## config.mk

```make
export PLATFORM = sky130hd
export DESIGN_NAME = cpu_do_demux
export DESIGN_NICKNAME = d
export VERILOG_FILES = /design/src/rtl/cpu_do_demux.sv
export SDC_FILE = /design/constraint.sdc
export NUM_CORES = 1
export LEC_CHECK = 0
export BUFFER_PORTS_ARGS = -buffer_cell sky130_fd_sc_hd__buf_2
export CAP_MARGIN = 30
export CORE_AREA = 4 4 70 72
export CTS_CLUSTER_DIAMETER = 30
export DETAILED_ROUTE_END_ITERATION = 7
export DIE_AREA = 0 0 74 76
export PLACE_DENSITY_LB_ADDON = 0.05
export SLEW_MARGIN = 20
export SYNTH_ARGS = -nofsm -noshare
export SYNTH_HDL_FRONTEND = slang
export SYNTH_SLANG_ARGS = --single-unit
```

## constraint.sdc

```tcl
create_clock -name pll0_250MHz -period 1.3 [get_ports pll0_250MHz]
set_input_delay 0.325 -clock pll0_250MHz [delete_from_list [all_inputs] [get_ports pll0_250MHz]]
set_output_delay 0.325 -clock pll0_250MHz [all_outputs]
set_load 0.03 [all_outputs]
```

## src/rtl/cpu_do_demux.sv

```systemverilog
// -----------------------------------------------------------------------------
// cpu_do_demux
//
// Routes Z80 data-out writes to RAM, LED, IOBYTE, USB TX and S-100 targets.
// The asynchronous WR_n pin is synchronized to pll0_250MHz and its falling
// edge produces one internal write event (wrDet) per WR_n low period. In the
// wrDet cycle the data bus and selects are sampled. Only the highest-priority
// select is acted on: ram > outLED > iobyte > usbTxD > s100.
//
// Build option:
//   CPU_DO_USB_FIFO_EN defined   -> the USB TX buffer is a 4-entry FIFO.
//   CPU_DO_USB_FIFO_EN undefined -> the USB TX buffer is a single holding register.
//
// Parameters:
//   IOBYTE_INIT  reset value of iobyteOut
//
// Ports:
//   pll0_250MHz  in   clock; all state updates on its rising edge
//   reset        in   synchronous, active-high reset
//   cpuDataOut   in   [7:0] Z80 data-out bus
//   cpu_wr_n     in   Z80 WR_n, asynchronous to the clock
//   ram_cs, outLED_cs, iobyteOut_cs, usbTxD_cs, s100Out_cs
//                in   decoded write selects
//   ramaDataIn   out  [7:0] RAM write data, held until the next RAM write
//   ramaWe       out  one-cycle RAM write pulse
//   ledOut       out  [7:0] held LED port value
//   iobyteOut    out  [7:0] held IOBYTE value
//   s100DataOut  out  [7:0] S-100 write data, held until the next S-100 write
//   s100Wr       out  one-cycle S-100 write pulse
//   usbTxData    out  [7:0] oldest byte in the TX buffer
//   usbTxValid   out  TX buffer not empty
//   usbTxReady   in   consumer accepts usbTxData this cycle
//   usbTxFull    out  TX buffer at capacity
//   usbTxOvf     out  sticky: a byte was dropped because the buffer was full
// -----------------------------------------------------------------------------
`timescale 1ns/1ps

module cpu_do_demux #(
  parameter logic [7:0] IOBYTE_INIT = 8'h00
) (
  input  logic       pll0_250MHz,
  input  logic       reset,
  input  logic [7:0] cpuDataOut,
  input  logic       cpu_wr_n,
  input  logic       ram_cs,
  input  logic       outLED_cs,
  input  logic       iobyteOut_cs,
  input  logic       usbTxD_cs,
  input  logic       s100Out_cs,
  output logic [7:0] ramaDataIn,
  output logic       ramaWe,
  output logic [7:0] ledOut,
  output logic [7:0] iobyteOut,
  output logic [7:0] s100DataOut,
  output logic       s100Wr,
  output logic [7:0] usbTxData,
  output logic       usbTxValid,
  input  logic       usbTxReady,
  output logic       usbTxFull,
  output logic       usbTxOvf
);

  typedef enum logic [2:0] {
    ACT_NONE,
    ACT_RAM,
    ACT_LED,
    ACT_IOBYTE,
    ACT_USB,
    ACT_S100
  } action_t;

  // Synchronizer stages plus one delay stage for edge detection.
  // They idle high, matching an inactive WR_n.
  logic    wrSync1;
  logic    wrSync2;
  logic    wrSyncDly;
  logic    wrDet;
  action_t action;

  logic    usbPush;   // write event addressed to the USB TX buffer
  logic    usbPop;    // consumer takes the head byte this cycle
  logic    usbAccept; // push actually lands in the buffer

  // One event per falling edge of the synchronized WR_n. A long low period
  // cannot retrigger, because wrSyncDly follows wrSync2 low.
  assign wrDet = wrSyncDly & ~wrSync2;

  always_comb begin
    // NOTE: every always_comb output gets a default first, so no path leaves
    // it unassigned and no latch is inferred.
    action = ACT_NONE;
    if (wrDet) begin
      if (ram_cs)            action = ACT_RAM;
      else if (outLED_cs)    action = ACT_LED;
      else if (iobyteOut_cs) action = ACT_IOBYTE;
      else if (usbTxD_cs)    action = ACT_USB;
      else if (s100Out_cs)   action = ACT_S100;
    end
  end

  assign usbPush   = (action == ACT_USB);
  assign usbPop    = usbTxValid & usbTxReady;
  // A pop in the same cycle frees the slot, so a push into a full buffer
  // still succeeds when the head is being consumed.
  assign usbAccept = usbPush & (~usbTxFull | usbPop);

  always_ff @(posedge pll0_250MHz) begin
    // NOTE: sequential state uses non-blocking assignments only, so every
    // register samples pre-edge values regardless of statement order.
    if (reset) begin
      wrSync1     <= 1'b1;
      wrSync2     <= 1'b1;
      wrSyncDly   <= 1'b1;
      ramaWe      <= 1'b0;
      s100Wr      <= 1'b0;
      ramaDataIn  <= 8'h00;
      s100DataOut <= 8'h00;
      ledOut      <= 8'h00;
      iobyteOut   <= IOBYTE_INIT;
      usbTxOvf    <= 1'b0;
    end else begin
      wrSync1   <= cpu_wr_n;
      wrSync2   <= wrSync1;
      wrSyncDly <= wrSync2;

      // Strobes are high only in the cycle after the write event.
      ramaWe <= (action == ACT_RAM);
      s100Wr <= (action == ACT_S100);

      if (action == ACT_RAM)    ramaDataIn  <= cpuDataOut;
      if (action == ACT_S100)   s100DataOut <= cpuDataOut;
      if (action == ACT_LED)    ledOut      <= cpuDataOut;
      if (action == ACT_IOBYTE) iobyteOut   <= cpuDataOut;

      if (usbPush && usbTxFull && !usbPop) usbTxOvf <= 1'b1;
    end
  end

`ifdef CPU_DO_USB_FIFO_EN
  // 4-entry circular buffer. The 2-bit pointers wrap naturally. The 3-bit
  // count tells full (4) apart from empty (0).
  logic [7:0] fifoMem [4];
  logic [1:0] wrPtr;
  logic [1:0] rdPtr;
  logic [2:0] fifoCount;

  // NOTE: the storage array is deliberately not reset. Validity comes from
  // fifoCount, and the output is forced to zero while the buffer is empty.
  always_ff @(posedge pll0_250MHz) begin
    if (usbAccept && !reset) fifoMem[wrPtr] <= cpuDataOut;
  end

  always_ff @(posedge pll0_250MHz) begin
    if (reset) begin
      wrPtr     <= 2'd0;
      rdPtr     <= 2'd0;
      fifoCount <= 3'd0;
    end else begin
      if (usbAccept) wrPtr <= wrPtr + 2'd1;
      if (usbPop)    rdPtr <= rdPtr + 2'd1;
      case ({usbAccept, usbPop})
        2'b10:   fifoCount <= fifoCount + 3'd1;
        2'b01:   fifoCount <= fifoCount - 3'd1;
        default: fifoCount <= fifoCount;
      endcase
    end
  end

  assign usbTxValid = (fifoCount != 3'd0);
  assign usbTxFull  = (fifoCount == 3'd4);
  assign usbTxData  = usbTxValid ? fifoMem[rdPtr] : 8'h00;
`else
  // Single holding register: it is full whenever it holds a byte.
  logic [7:0] holdData;
  logic       holdValid;

  always_ff @(posedge pll0_250MHz) begin
    if (reset) begin
      holdData  <= 8'h00;
      holdValid <= 1'b0;
    end else if (usbAccept) begin
      holdData  <= cpuDataOut;
      holdValid <= 1'b1;
    end else if (usbPop) begin
      holdValid <= 1'b0;
    end
  end

  assign usbTxValid = holdValid;
  assign usbTxFull  = holdValid;
  assign usbTxData  = holdData;
`endif

endmodule

```

==> Word level (Yosys, flattened, before mapping) <==
Index checks and enable logic that the tools add are counted.
{ "classes": {"eq_ne": 5, "mux": 8, "bitwise_logic": 6, "reduce_logical": 4} }
{ "ops": {"columns": ["cell", "count"], "rows": [
  ["$mux W3", 6],
  ["$eq A3 B2 Y1 const B", 2],
  ["$eq A3 B3 Y1 const B", 2],
  ["$and A1 B1 Y1", 3],
  ["$eq A3 B1 Y1 const B", 1],
  ["$logic_and A1 B1 Y1", 2],
  ["$mux W1", 2],
  ["$not A1 Y1", 2],
  ["$reduce_bool A2 Y1", 1],
  ["$logic_not A1 Y1", 1],
  ["$or A1 B1 Y1", 1]
]} }
{ "word_totals": {"register_bits": 47, "out_inout_bits": 45, "elab_cells": 35} }

==> Logic depth before layout (Yosys ltp) <==
Gate-level depths: netlist (run 1).
{ "depth": {"depth_word": 9, "depth_mapped": 4, "mapped_depth_nobuf": 3} }

==> Least setup slack after synthesis (run 1) <==
No wires, ideal clock.
{ "synth_path": {"path_kind": "input to register", "from": "input outLED_cs", "to": "register s100DataOut[1]", "setup_ps": 72, "t_arrival_ps": 1205, "required_time_ps": 1228, "path_slack_ps": 24, "cell_stages": 4, "n_path_buf": 1, "path_cell_list": "nor4b_4 > and3_1 > buf_6 > mux2i_1"} }
{ "synth_between": {"elab_chain_len": 4} }
{ "synth_rtl": {"columns": ["item", "line", "text"], "rows": [
  ["start, declared", "46", "input logic outLED_cs,"],
  ["$mux W3", "94", "else if (outLED_cs) action = ACT_LED;"],
  ["$mux W3", "93", "if (ram_cs) action = ACT_RAM;"],
  ["$mux W3", "92", "if (wrDet) begin"],
  ["$eq A3 B3 Y1", "131", "if (action == ACT_S100) s100DataOut <= cpuDataOut;"],
  ["end signal, assigned", "131", null],
  ["end, declared", "54", "output logic [7:0] s100DataOut,"]
]} }
Every way passes these cells.
A chain may end at the register's enable or synchronous reset.

==> Worst setup path in the final report (run 1) <==
{ "layout_path": {"from": "register wrSync2", "to": "register s100DataOut[4]"} }
{ "layout_between": {"elab_chain_len": 4} }
{ "layout_rtl": {"columns": ["item", "line", "text"], "rows": [
  ["start, declared", "75", "logic wrSync2;"],
  ["start signal, assigned", "123", "wrSync2 <= wrSync1;"],
  ["$not A1 Y1", "86", "assign wrDet = wrSyncDly & ~wrSync2;"],
  ["$and A1 B1 Y1", "86", null],
  ["$mux W3", "92", null],
  ["$eq A3 B3 Y1", "131", null]
]} }
Every way passes these cells.

==> results of run 1 <==
cell type report:
class	instances	area (µm²)
sequential	47	942.2
fill	427	2012
clock inverter	3	15.01
timing repair buffer	69	381.6
multi-input combinational	108	809.5
clock buffer	5	68.82
tap	52	65.06
stage by stage:
step | cell area, µm² | cells | setup WS [ps] | utilization
after floorplan | 1803 | 166 | 23.57 | -
after global placement | 2182 | 276 | -80.94 | 0.5082
after detailed placement | 2182 | 276 | -131.7 | 0.5082
after CTS | 2271 | 284 | -19.52 | 0.5288
after global routing | 2282 | 284 | -63.47 | 0.5315
final | 2282 | 284 | 20.37 | 0.5315
layer usage:
metal / part of all wire / GRT usage / wire [µm]
met1: 0.46 / 0.1847 / 1770
met2: 0.46 / 0.2190 / 1750
met3: 0.064 / 0.03430 / 246
met4: 0.017 / 0.05435 / 66
met5: 0 / 0 / 0
cell usage in the layout (no fill, tap or decap):
cell type / count
buf_2: 61
dfxtp_1: 46
mux2i_1: 40
nand2b_1: 32
nor2_1: 21
buf_4: 6
clkbuf_8: 5
or2_2: 3
clkinv_2: 3
nor2b_1: 2
nand3b_1: 2
nor4b_4: 1
and2_4: 1
and3_1: 1
nand3_2: 1
and4bb_2: 1
a31oi_1: 1
a21oi_1: 1
nand2_4: 1
buf_6: 1
buf_12: 1
dfxtp_2: 1
synthesized netlist by cell type, drive strengths merged:
library cell | number | area share
a21oi | 1 | 0.0028
a31oi | 1 | 0.0035
and2 | 1 | 0.0042
and3 | 1 | 0.0035
and4bb | 1 | 0.0069
buf | 6 | 0.025
clkbuf | 5 | 0.010
dfxtp | 47 | 0.52
mux2i | 40 | 0.22
nand2 | 1 | 0.0035
nand2b | 32 | 0.11
nand3 | 1 | 0.0028
nand3b | 2 | 0.0083
nor2 | 21 | 0.044
nor2b | 2 | 0.0069
nor4b | 1 | 0.013
or2 | 3 | 0.010
worst paths after layout:
path                                         start                     endpoint  slack (ps)  cells after the start
worst max-delay path            wrSync2$_SDFF_PP1_  s100DataOut[4]$_SDFFE_PP0P_          20                      4
worst max register to register  wrSync2$_SDFF_PP1_  s100DataOut[4]$_SDFFE_PP0P_          20                      4
worst min register to register  wrSync1$_SDFF_PP1_           wrSync2$_SDFF_PP1_         420                      1
worst min-delay path                      cpu_wr_n           wrSync1$_SDFF_PP1_         210                      2
state kept, by name, summed over array words and instances (netlist names):
register	cells
usbTxOvf	1
wrSync2	1
iobyteOut	8
usbTxFull	1
wrSyncDly	1
s100Wr	1
ramaWe	1
wrSync1	1
ramaDataIn	8
usbTxData	8
s100DataOut	8
ledOut	8
logic make-up after synthesis:
family | after synthesis | share of synthesized area
AO/OA/AOI/OAI | 2 | 0.006245
multiplexers | 40 | 0.2221
flip-flops | 47 | 0.5219
AND/OR/NAND/NOR | 66 | 0.2144
buffers and inverters | 11 | 0.03539
power breakdown:
group          switching (µW)  internal (µW)
Combinational             101           75.8
Clock                     456            368
Sequential               8.39           1450
Total                     566           1900
timing repair:
| action | in CTS | in global routing |
|---|---|---|
| hold buffers | 0 | 0 |
| gates resized for setup | 2 | 3 |
| endpoints found under the setup margin | 6 | 17 |
| pin swaps | 2 | 2 |
| endpoints found under the hold margin | 0 | 0 |
==> out/metrics.csv, run 1 <==
metric;value;unit
Post-DRT Antenna Nets;0;
remaining global-route overflow;0;
maximum root-to-sink buffer count;2;
outcome;finished clean;
syn_nets;183;
IO Port Bufs;61;
global-route usage over all layers;0.1406;
Final Setup Violations;0;
Worst-path clk slew;80;ps
Peak supply drop;0.6016;mV
Worst setup SP type;flip-flop;
initial antenna violation count;0;
largest net degree at the start of global routing;40;
required time worst endpoint;1520;ps
Crit-path slowest cell;dfxtp_2;
crit-path max cell delay;350;ps
DIE AREA;5624;µm²
DIE WIDTH;74;µm
H-Tree Depth;2;
fin crit share;0.9843;
DRT iter0 DRCs;34;
Yosys reg bits;47;
WP buf/inv;1;
fmax;781.5;MHz
worst path cell trace;nor4b_4, and3_1, buf_6, mux2i_1;
crit-path max FO;6;
GP Congestion;0.7543;
nets@finish;248;
n_diodes;0;
I/O Pins;62;
Post-CTS Setup Bufs;0;
CTS root buf;clkbuf_8;
first-pass GRT wire length;6258;µm
Die H;76;µm
Pwr Density;1080;nW/µm²
final WL;3833;µm
Slew headroom;0.6680;
Initial Utilization;0.4199;
Syn Inst Count;166;
max-cap violations;0;
worst hold path type;in -> reg;
part of the Yosys area used for sequential elements;0.5219;
Lkg Pwr;0.001184;µW
Post-DP HPWL;2937;µm
Clock Skew;3.971;ps
Setup Crit Path Kind;reg -> reg;
vias per cell;4.637;
number of global-route vias before repair;1344;
drt pass-1 iters;4;
total CTS buffers;5;
synth warn;0;
final-report hold violation count;0;
# DRC;0;
total power;2464;µW
CORE AREA;4294;µm²
ratio of cells with drive above 1 in the final layout;0.3707;
post-synth cell types;19;
CTS tree;built;
Area Overhead vs Synth;26.58;%
unrepaired setup endpoints after global routing;yes;
routed length per instance;13.50;µm
Clock Sinks;47;
Final Max Slew Viols;0;
Via Count;1317;
hold_ws;212.8;ps
Clock Latency Late Sink;290;ps
Worst Tran Pin Value;498.0;ps
Total Neg Setup Slack;0;ps
Avg Cell Area, Syn;10.86;µm²
Arr. time, crit path;1500;ps
crit path time final;1280;ps
cell family with most CP delay;simple AND/OR/NAND/NOR gates;
CP Capture Type;flip-flop;
post-synthesis cell area;1803;µm²
Core Rows;24;
No activity file was read; power rests on OpenSTA's default activity.
==> run 2: changes to the inputs <==
--- a/config.mk
+++ b/config.mk
@@ -7,10 +7,11 @@
 export LEC_CHECK = 0
 export BUFFER_PORTS_ARGS = -buffer_cell sky130_fd_sc_hd__buf_2
 export CAP_MARGIN = 30
-export CORE_AREA = 4 4 70 72
+export CORE_AREA = 4 4 69 71
+export CTS_BUF_LIST = sky130_fd_sc_hd__clkbuf_4
 export CTS_CLUSTER_DIAMETER = 30
 export DETAILED_ROUTE_END_ITERATION = 7
-export DIE_AREA = 0 0 74 76
+export DIE_AREA = 0 0 73 75
 export PLACE_DENSITY_LB_ADDON = 0.05
 export SLEW_MARGIN = 20
 export SYNTH_ARGS = -nofsm -noshare
==> run 2 against run 1 <==
Via count grew 2.1%. First-iteration DRC count shrank 15%. Critical path type unchanged. Register-to-register slack is essentially flat. Setup slack gained 8.7 ps. Global-route usage grew 0.75 points. Largest cell class unchanged.
==> out/metrics.csv, run 2 (synthesis gave the netlist of run 1 again) <==
metric;value;unit;change
crit-path max cell delay;380;ps;+30 ps
Core Rows;24;;unchanged
Area Overhead vs Synth;27.69;%;
Worst-path clk slew;140;ps;+60 ps
Pwr Density;999.1;nW/µm²;-7.5%
Clk network pwr share;0.283;;-0.051
R2R Path End;s100DataOut[6]$_SDFFE_PP0P_;;
initial antenna violation count;0;;unchanged
cell family with most CP delay;simple AND/OR/NAND/NOR gates;;
Peak supply drop;0.7263;mV;+21%
Final Max Slew Viols;0;;unchanged
Die H;75;µm;-1.3%
outcome;finished clean;;
final-report hold violation count;0;;unchanged
CORE AREA;4234;µm²;-1.4%
Flop pwr share;0.636;;+0.042
n_diodes;0;;unchanged
FF-to-FF setup slack;30;ps;about the same
Clock Skew;17.28;ps;+13.31 ps
Hold EP;wrSync1$_SDFF_PP1_;;
most frequent cells in the layout;54 x buf_2, 41 x dfxtp_1, 40 x mux2i_1, 32 x nand2b_1, 21 x nor2_1;;
drt pass-1 iters;4;;unchanged
Sw Share;0.2353;;+0.005821
GP Congestion;0.7904;;+4.8%
required time worst endpoint;1570;ps;+50 ps
DIE WIDTH;73;µm;-1.4%
Arr. time, crit path;1540;ps;+40 ps
Via Count;1344;;+2.1%
Worst setup SP type;flip-flop;;
Lkg Pwr;0.001173;µW;-0.91%
remaining global-route overflow;0;;unchanged
ratio of cells with drive above 1 in the final layout;0.3906;;+0.01987
Initial Utilization;0.4258;;+0.005956
DRT iter0 DRCs;29;;-15%
share of the core filled with cells;0.5437;;+0.01227
DIE AREA;5475;µm²;-2.6%
Clock Latency Late Sink;350;ps;+60 ps
internal power;1759;µW;-7.4%
crit-path max FO;6;;unchanged
Slew headroom;0.7463;;+0.07825
CTS tree;built;;
WP buf/inv;0;;-1
Worst Reg-to-Reg Cells;3;;-1
worst path cell trace;nor4b_4, and3_4, mux2i_1;;
total CTS buffers;5;;unchanged
nets@finish;249;;+0.40%
fmax;786.8;MHz;+0.69%
Crit-path slowest cell;dfxtp_4;;
CP Capture Type;flip-flop;;
Hold Path Stages;2;;unchanged
Final Setup Violations;0;;unchanged
hold path startpoint;cpu_wr_n;;
Setup Crit Path Kind;reg -> reg;;
unrepaired setup endpoints after global routing;yes;;
maximum root-to-sink buffer count;2;;unchanged
Psw;541.3;µW;-4.3%
final WL;3950;µm;+3.1%
# DRC;0;;unchanged
largest net degree at the start of global routing;26;;-35%
max-cap violations;0;;unchanged
worst hold path type;in -> reg;;
routed length per instance;13.86;µm;+2.7%
Worst Tran Pin Value;380.6;ps;-117.4 ps
global-route usage over all layers;0.1481;;+0.007494
commonest non-fill, non-tap cell in the layout;buf_2;;
total power;2300;µW;-6.7%
CTS root buf;clkbuf_4;;
Post-DRT Antenna Nets;0;;unchanged
number of global-route vias before repair;1407;;+4.7%
H-Tree Depth;2;;unchanged
cts hold-fix bufs;0;;unchanged
crit path time final;1271;ps;-8.741 ps
Post-DP HPWL;2967;µm;+1.0%
first-pass GRT wire length;6292;µm;+0.54%
I/O Pins;62;;unchanged
worst flop-to-flop path startpoint;wrSync2$_SDFF_PP1_;;
vias per cell;4.716;;+1.7%
Comb pwr share;0.080;;+0.008
fin crit share;0.9776;;-0.006724
IO Port Bufs;61;;unchanged
Clock Sinks;47;;unchanged
## run 2: metal layers
layer,up-vias,track usage,share of wire
met2,43,0.2493,0.48
met3,6,0.03471,0.057
met1,621,0.1847,0.45
met5,-,0,0
li1,674,-,-
met4,0,0.05533,0.013
## run 2: area by class of cell
type,instances,area [µm²]
clock buffer,6,45.04
clock inverter,2,7.507
fill,405,1932
multi-input combinational,108,814.5
sequential,47,950.9
tap,52,65.06
timing repair buffer,70,419.2
## run 2: worst max-delay path by stage
stage	start	to	slack, ps	cells past startpoint
after CTS	wrSync2$_SDFF_PP1_	s100DataOut[6]$_SDFFE_PP0P_	-60	4
after global placement	outLED_cs	s100DataOut[6]$_SDFFE_PP0P_	-80	5
after global routing	wrSync2$_SDFF_PP1_	iobyteOut[0]$_SDFFE_PP0N_	-80	4
after floorplan	outLED_cs	s100DataOut[1]$_SDFFE_PP0P_	20	4
after detailed placement	outLED_cs	s100DataOut[6]$_SDFFE_PP0P_	-160	5
final	wrSync2$_SDFF_PP1_	s100DataOut[6]$_SDFFE_PP0P_	30	3
## run 2: what timing repair did
action / 4_1_cts / 5_1_grt
buffers inserted: 1 / 1
resized for setup: 3 / 17
pin swaps: 2 / 2
endpoints found under the setup margin: 7 / 32
## run 2: metrics by stage
step                setup TNS, ps  area, µm²  hold WS, ps  cells  worst slack (ps)
CTS                        -116.1       2265        123.1    285            -61.99
floorplan                       0       1803        389.5    166             23.57
detailed placement          -2102       2195        398.4    276            -162.2
global route               -751.2       2302        114.1    285            -84.67
global placement            -1398       2195        394.2    276            -78.90
finish                          0       2302        139.6    285             29.11
## run 2: power groups by stage
stage | sequential, µW | combinational, µW | clock (µW)
4_1_cts | 1460 | 183 | 686
5_1_grt | 1470 | 202 | 739
3_5_place_dp | 1500 | 181 | 0
2_1_floorplan | 1520 | 79.7 | 0
3_3_place_gp | 1500 | 180 | 0
6_report | 1460 | 185 | 652
